[config.mk]
export PLATFORM = sky130hd
export DESIGN_NAME = riscv_perf_dump_ctrl
export DESIGN_NICKNAME = d
export VERILOG_FILES = /design/src/rtl/riscv_perf_dump_ctrl_pkg.sv /design/src/rtl/riscv_perf_dump_ctrl.sv
export SDC_FILE = /design/constraint.sdc
export NUM_CORES = 1
export LEC_CHECK = 0
export CORE_ASPECT_RATIO = 1.25
export CORE_MARGIN = 10
export CORE_UTILIZATION = 34
export DETAILED_ROUTE_END_ITERATION = 16
export PLACE_DENSITY = 0.8
export SYNTH_ARGS = -nofsm -noshare
export SYNTH_HDL_FRONTEND = slang
export SYNTH_SLANG_ARGS = --single-unit
[constraint.sdc]
create_clock -name clk -period 2.25 [get_ports clk]
set_input_delay 0.5625 -clock clk [delete_from_list [all_inputs] [get_ports clk]]
set_output_delay 0.5625 -clock clk [all_outputs]
set_load 0.02 [all_outputs]
[src/rtl/riscv_perf_dump_ctrl_pkg.sv]
// rtl/riscv_perf_dump_ctrl_pkg.sv - CSR op codes, perf CSR addresses and dump FSM states
package riscv_perf_dump_ctrl_pkg;

  localparam logic [1:0] CSR_OP_NONE  = 2'b00;
  localparam logic [1:0] CSR_OP_WRITE = 2'b01;
  localparam logic [1:0] CSR_OP_SET   = 2'b10;
  localparam logic [1:0] CSR_OP_CLEAR = 2'b11;

  localparam logic [11:0] PERF_PCCR_BASE = 12'h780;
  localparam logic [11:0] PERF_PCCR_ALL  = 12'h79F;
  localparam logic [11:0] PERF_PCMR_ADDR = 12'h7A1;

  typedef enum logic [2:0] {
    PD_IDLE,
    PD_SAVE,
    PD_FREEZE,
    PD_READ,
    PD_WAIT,
    PD_CLEAR,
    PD_RESTORE,
    PD_DONE
  } perf_dump_state_e;

endpackage

[src/rtl/riscv_perf_dump_ctrl.sv]
// rtl/riscv_perf_dump_ctrl.sv - snapshots all PCCR counters and streams them out,
// sharing the CSR port with the core (core always wins).
module riscv_perf_dump_ctrl
  import riscv_perf_dump_ctrl_pkg::*;
#(
  parameter int unsigned N_PERF_COUNTERS = 11,
  parameter logic [11:0] PCCR_BASE       = PERF_PCCR_BASE,
  parameter logic [11:0] PCCR_ALL_ADDR   = PERF_PCCR_ALL,
  parameter logic [11:0] PCMR_ADDR       = PERF_PCMR_ADDR
) (
  input  logic        clk,
  input  logic        rst_n,
  input  logic        core_csr_access_i,
  input  logic [11:0] core_csr_addr_i,
  input  logic [31:0] core_csr_wdata_i,
  input  logic [1:0]  core_csr_op_i,
  output logic [31:0] core_csr_rdata_o,
  output logic        csr_access_o,
  output logic [11:0] csr_addr_o,
  output logic [31:0] csr_wdata_o,
  output logic [1:0]  csr_op_o,
  input  logic [31:0] csr_rdata_i,
  input  logic        dump_req_i,
  input  logic        dump_clear_i,
  output logic        dump_busy_o,
  output logic        dump_done_o,
  output logic        dump_valid_o,
  input  logic        dump_ready_i,
  output logic [4:0]  dump_idx_o,
  output logic [31:0] dump_data_o
);

  localparam logic [4:0] LAST_IDX = 5'(N_PERF_COUNTERS - 1);

  perf_dump_state_e state_q;
  logic [4:0]       idx_q;
  logic             clear_q;
  logic [1:0]       saved_pcmr_q;
  logic             valid_q;
  logic             done_q;
  logic [4:0]       dump_idx_q;
  logic [31:0]      dump_data_q;

  logic             fsm_access;
  logic [11:0]      fsm_addr;
  logic [31:0]      fsm_wdata;
  logic [1:0]       fsm_op;
  logic             grant;

  always_comb begin
    fsm_access = 1'b0;
    fsm_addr   = '0;
    fsm_wdata  = '0;
    fsm_op     = CSR_OP_NONE;
    case (state_q)
      PD_SAVE: begin
        fsm_access = 1'b1;
        fsm_addr   = PCMR_ADDR;
      end
      PD_FREEZE: begin
        fsm_access = 1'b1;
        fsm_addr   = PCMR_ADDR;
        fsm_op     = CSR_OP_WRITE;
      end
      PD_READ: begin
        fsm_access = 1'b1;
        fsm_addr   = PCCR_BASE + {7'b0, idx_q};
      end
      PD_CLEAR: begin
        fsm_access = 1'b1;
        fsm_addr   = PCCR_ALL_ADDR;
        fsm_op     = CSR_OP_WRITE;
      end
      PD_RESTORE: begin
        fsm_access = 1'b1;
        fsm_addr   = PCMR_ADDR;
        fsm_wdata  = {30'b0, saved_pcmr_q};
        fsm_op     = CSR_OP_WRITE;
      end
      default: ;
    endcase
  end

  // The core owns the port whenever it asks; the FSM only sees a grant otherwise.
  assign grant            = ~core_csr_access_i;
  assign csr_access_o     = core_csr_access_i ? 1'b1             : fsm_access;
  assign csr_addr_o       = core_csr_access_i ? core_csr_addr_i  : fsm_addr;
  assign csr_wdata_o      = core_csr_access_i ? core_csr_wdata_i : fsm_wdata;
  assign csr_op_o         = core_csr_access_i ? core_csr_op_i    : fsm_op;
  assign core_csr_rdata_o = csr_rdata_i;

  always_ff @(posedge clk) begin
    if (!rst_n) begin
      state_q      <= PD_IDLE;
      idx_q        <= '0;
      clear_q      <= 1'b0;
      saved_pcmr_q <= '0;
      valid_q      <= 1'b0;
      done_q       <= 1'b0;
      dump_idx_q   <= '0;
      dump_data_q  <= '0;
    end else begin
      done_q <= 1'b0;
      case (state_q)
        PD_IDLE: begin
          if (dump_req_i) begin
            clear_q <= dump_clear_i;
            idx_q   <= '0;
            state_q <= PD_SAVE;
          end
        end
        PD_SAVE: begin
          if (grant) begin
            saved_pcmr_q <= csr_rdata_i[1:0];
            state_q      <= PD_FREEZE;
          end
        end
        PD_FREEZE: begin
          if (grant) state_q <= PD_READ;
        end
        PD_READ: begin
          if (grant) begin
            dump_data_q <= csr_rdata_i;
            dump_idx_q  <= idx_q;
            valid_q     <= 1'b1;
            state_q     <= PD_WAIT;
          end
        end
        // WAIT issues no access, so a core request does not hold up the handshake.
        PD_WAIT: begin
          if (dump_ready_i) begin
            valid_q <= 1'b0;
            if (idx_q != LAST_IDX) begin
              idx_q   <= idx_q + 5'd1;
              state_q <= PD_READ;
            end else if (clear_q) begin
              state_q <= PD_CLEAR;
            end else begin
              state_q <= PD_RESTORE;
            end
          end
        end
        PD_CLEAR: begin
          if (grant) state_q <= PD_RESTORE;
        end
        PD_RESTORE: begin
          if (grant) begin
            done_q  <= 1'b1;
            state_q <= PD_DONE;
          end
        end
        PD_DONE: state_q <= PD_IDLE;
        default: state_q <= PD_IDLE;
      endcase
    end
  end

  assign dump_busy_o  = (state_q != PD_IDLE);
  assign dump_done_o  = done_q;
  assign dump_valid_o = valid_q;
  assign dump_idx_o   = dump_idx_q;
  assign dump_data_o  = dump_data_q;

endmodule

==> impl_metrics.py <==
metrics = {
    "run_status": {
        "outcome": "finished clean",
    },
    "power_and_ir_drop": {
        "p_leak_nw": 1.977,
        "switching_power_mw": 0.8245,
        "p_sw_share_pct": 30.39,
        "intPower_mw": 1.888,
        "power.total_mw": 2.713,
        "power_density_nw_per_um2": 566.6,
        "vdd_ir_drop_max_mv": 0.4600,
        "clockPowerShare_pct": 28.1,
        "p_comb_share_pct": 36.7,
        "seqPwrFrac_pct": 35.1,
    },
    "grt": {
        "grt_util_all_layers_pct": 16.22,
        "grt_pass1_wl_mm": 16.05,
        "grt_overflow": 0,
        "antenna_found_initial": 1,
        "grt_max_degree": 50,
        "first_global_vias": 2937,
    },
    "critical_path": {
        "path_max_fanout": 2,
        "setup.worst_path.start": "csr_rdata_i[17]",
        "critPathMostFrequentCell": "clkdlybuf4s50_1",
        "required_ns": 1.69,
        "critPathMaxStageDelay_ns": 0.61,
        "r2r_end": "idx_q[1]",
        "crit_slowest_cell": "clkdlybuf4s50_1",
        "cp_num_cells": 2,
        "r2r_cells": 6,
        "reg2reg_setup_slack_ns": 0.29,
        "timing.rr.start": "state_q[0]",
        "endpoint_kind": "primary output",
        "cp_top_family": "buffers and inverters",
        "cp.arrival_ns": 1.66,
        "crit_path_start_kind": "primary input",
        "worstPathCellList": "clkdlybuf4s50_1 -> clkdlybuf4s50_1",
        "path_class": "in2out",
        "path_buf_inv": 2,
        "endpoint": "core_csr_rdata_o[17]",
    },
    "floorplan": {
        "die_width_um": 99.69,
        "die_h_um": 119.6,
        "start_util_pct": 34.84,
        "die_area_um2": 11920,
        "ios": 203,
        "fp.coreArea_um2": 7747,
        "num_rows": 36,
    },
    "sta": {
        "slew_viol_final": 0,
        "worst_pin_slew_ns": 0.7262,
        "slew_headroom_pct": 50.93,
        "fmax_mhz": 449.8,
        "timing.final.crit_share_pct": 98.82,
        "finalSetupViolations": 0,
        "hold_violations": 0,
        "period_minus_slack_ns": 2.223,
        "clock_skew_ns": 0.007483,
        "rsz0062_at_grt": "yes",
    },
    "synth": {
        "ys_types": 34,
        "ys_seq_elements": 50,
        "synth_area_um2": 2699,
        "syn_nets": 435,
        "syn_avg_cell_area_um2": 7.733,
        "yosys_warnings": 0,
        "synth_top_area_share_pct": 37.09,
        "yosysTopAreaCell": "dfxtp_1",
        "netlist_instances": 349,
        "synthTopCellsByArea": "dfxtp_1 (37%), nand2_1 (13%), a21boi_0 (11%)",
        "ys_seq_area_share_pct": 37.09,
    },
    "placed_design": {
        "dp_hpwl_mm": 8.505,
        "routabilityCongestion": 0.8119,
        "port_buffers": 202,
        "placed_area_um2": 4681,
    },
    "drt": {
        "firstDrtPassIters": 4,
        "first_iter_violations": 156,
        "vias": 2900,
        "detail-route-antenna-nets": 0,
        "drc_errors": 0,
        "wl_mm": 10.47,
        "viasPerCell": 4.677,
        "wl_per_cell_um": 16.88,
    },
    "clocking": {
        "clkTransAtPathRegs_ns": 0.09,
        "cts_max_level": 2,
        "tritoncts": "built",
        "clock_latency_ns": 0.30,
        "clockRootBuffer": "clkbuf_8",
        "cts_buffer_depth": 2,
        "hold_buffers": 0,
        "cts.sinks": 50,
        "cts_buffers": 5,
    },
    "job": {
        "maxCapViolations": 0,
    },
    "finish": {
        "area_growth_pct": 77.42,
        "fillerInstances": 688,
        "design_area_um2": 4788,
        "drive_gt1_share_pct": 9.351,
        "final_nets": 609,
    },
    "min_path": {
        "hp-class": "reg2reg",
    },
}
-- through the flow --
| step | utilization (%) | hold WS [ns] | setup WS [ns] | instances | setup TNS [ns] |
|---|---|---|---|---|---|
| finish | 61.81 | 0.4651 | 0.02656 | 620 | 0 |
| global route | 61.77 | 0.4839 | -0.008074 | 619 | -0.008074 |
| CTS | 61.69 | 0.4679 | 0.0006068 | 619 | 0 |
| detailed placement | 60.42 | 0.4549 | -0.5136 | 611 | -24.01 |
| global placement | 60.42 | 0.4491 | -0.4739 | 611 | -20.12 |
| floorplan | - | 0.4723 | 0.1529 | 349 | 0 |
-- how the worst min path moves through the flow --
stage	from	to	slack, ns	depth (start not counted)
6_report	dump_data_o[20]	dump_data_o[20]	0.47	2
5_1_grt	dump_data_o[21]	dump_data_o[21]	0.48	2
4_1_cts	dump_data_o[0]	dump_data_o[0]	0.47	2
3_5_place_dp	dump_data_o[20]	dump_data_o[20]	0.45	2
3_3_place_gp	dump_data_o[7]	dump_data_o[7]	0.45	2
2_1_floorplan	idx_q[4]	dump_idx_o[4]	0.47	2
-- cells by family (layout without fill, tap and decap cells) --
family / after synthesis / count (layout) / share of synthesized area, %
simple gates: 156 / 156 / 27.58
compound gates: 76 / 76 / 19.15
buf+inv: 60 / 235 / 13.40
flops: 50 / 50 / 37.09
mux: 5 / 5 / 1.855
fa+ha+maj: 2 / 2 / 0.9271
other cells: 0 / 1 / 0
-- worst register-to-register path, cell delays in order (launching register included) --
cell	delay [ns]
dfxtp_2	0.35
buf_4	0.16
buf_4	0.15
or4b_4	0.53
o31a_4	0.16
or4_1	0.41
a21boi_1	0.15
-- synthesized netlist by cell type (all sizes together) --
cell and n:
a21boi 42, a21o 4, a21oi 9, a31oi 1
and2 33, and2b 1, and3 1, and4b 1
buf 39, clkbuf 17, dfxtp 50, ha 2
inv 4, mux2i 5, nand2 91, nand2b 2
nand3 5, nor2 6, nor2b 4, nor3 2
nor4bb 1, o2111ai 1, o21ai 17, o221ai 1
o31a 1, or2 1, or3 5, or4 2
or4b 1
-- power by group through the flow --
stage | clock network (mW) | registers [mW] | logic, mW
finish | 0.763 | 0.953 | 0.996
CTS | 0.786 | 0.950 | 1.00
global route | 0.827 | 0.959 | 1.07
floorplan | 0 | 0.980 | 0.524
global placement | 0 | 0.967 | 1.04
detailed placement | 0 | 0.970 | 1.05
-- final cells by class --
type	instances	area [µm²]	area share, %
multi-input combinational	239	1349	28.17
inverter	4	15.01	0.3136
sequential	50	1005	20.98
antenna	1	2.502	0.05226
clock buffer	6	82.58	1.725
timing repair buffer	223	2156	45.02
clock inverter	2	60.06	1.254
tap	95	118.9	2.482
-- per-layer routing --
metal	wire (µm)	part of all wire, %	GRT usage [%]
met2	5794	55	29.62
met4	117	1.1	3.232
met1	3764	36	17.06
met5	0	0	0
met3	790	7.5	6.315
-- flip-flops by register name (all words and copies together) (netlist names) --
| register | cells |
|---|---|
| state_q | 3 |
| idx_q | 5 |
| dump_idx_o | 5 |
| dump_valid_o | 1 |
| dump_data_o | 32 |
| saved_pcmr_q | 2 |
| dump_done_o | 1 |
| clear_q | 1 |
-- placed cells by master, fill, tap and decap left out, types with 4 or more instances in the layout --
cell             synthesis  final
clkdlybuf4s50_1          0    140
nand2_1                 91     91
dfxtp_1                 50     47
a21boi_0                40     40
dlygate4sd2_1            0     34
and2_1                  33     33
buf_4                   32     17
o21ai_0                 17     15
dlymetal6s2s_1           0     12
a21oi_1                  9      9
clkbuf_2                 0      8
clkbuf_8                 0      6
clkdlybuf4s15_1          0      6
nand3_1                  5      5
mux2i_1                  5      5
inv_1                    4      4
a21o_1                   4      4
or3_1                    4      4
nor2b_1                  4      4
-- repair_timing --
item                                    CTS  global route
endpoints found under the hold margin     0             0
endpoints found under the setup margin   49            28
gates resized for setup                  61            46
setup buffers                             0             0
pin swaps                                 0             0
No activity file was read; power rests on OpenSTA's default activity.
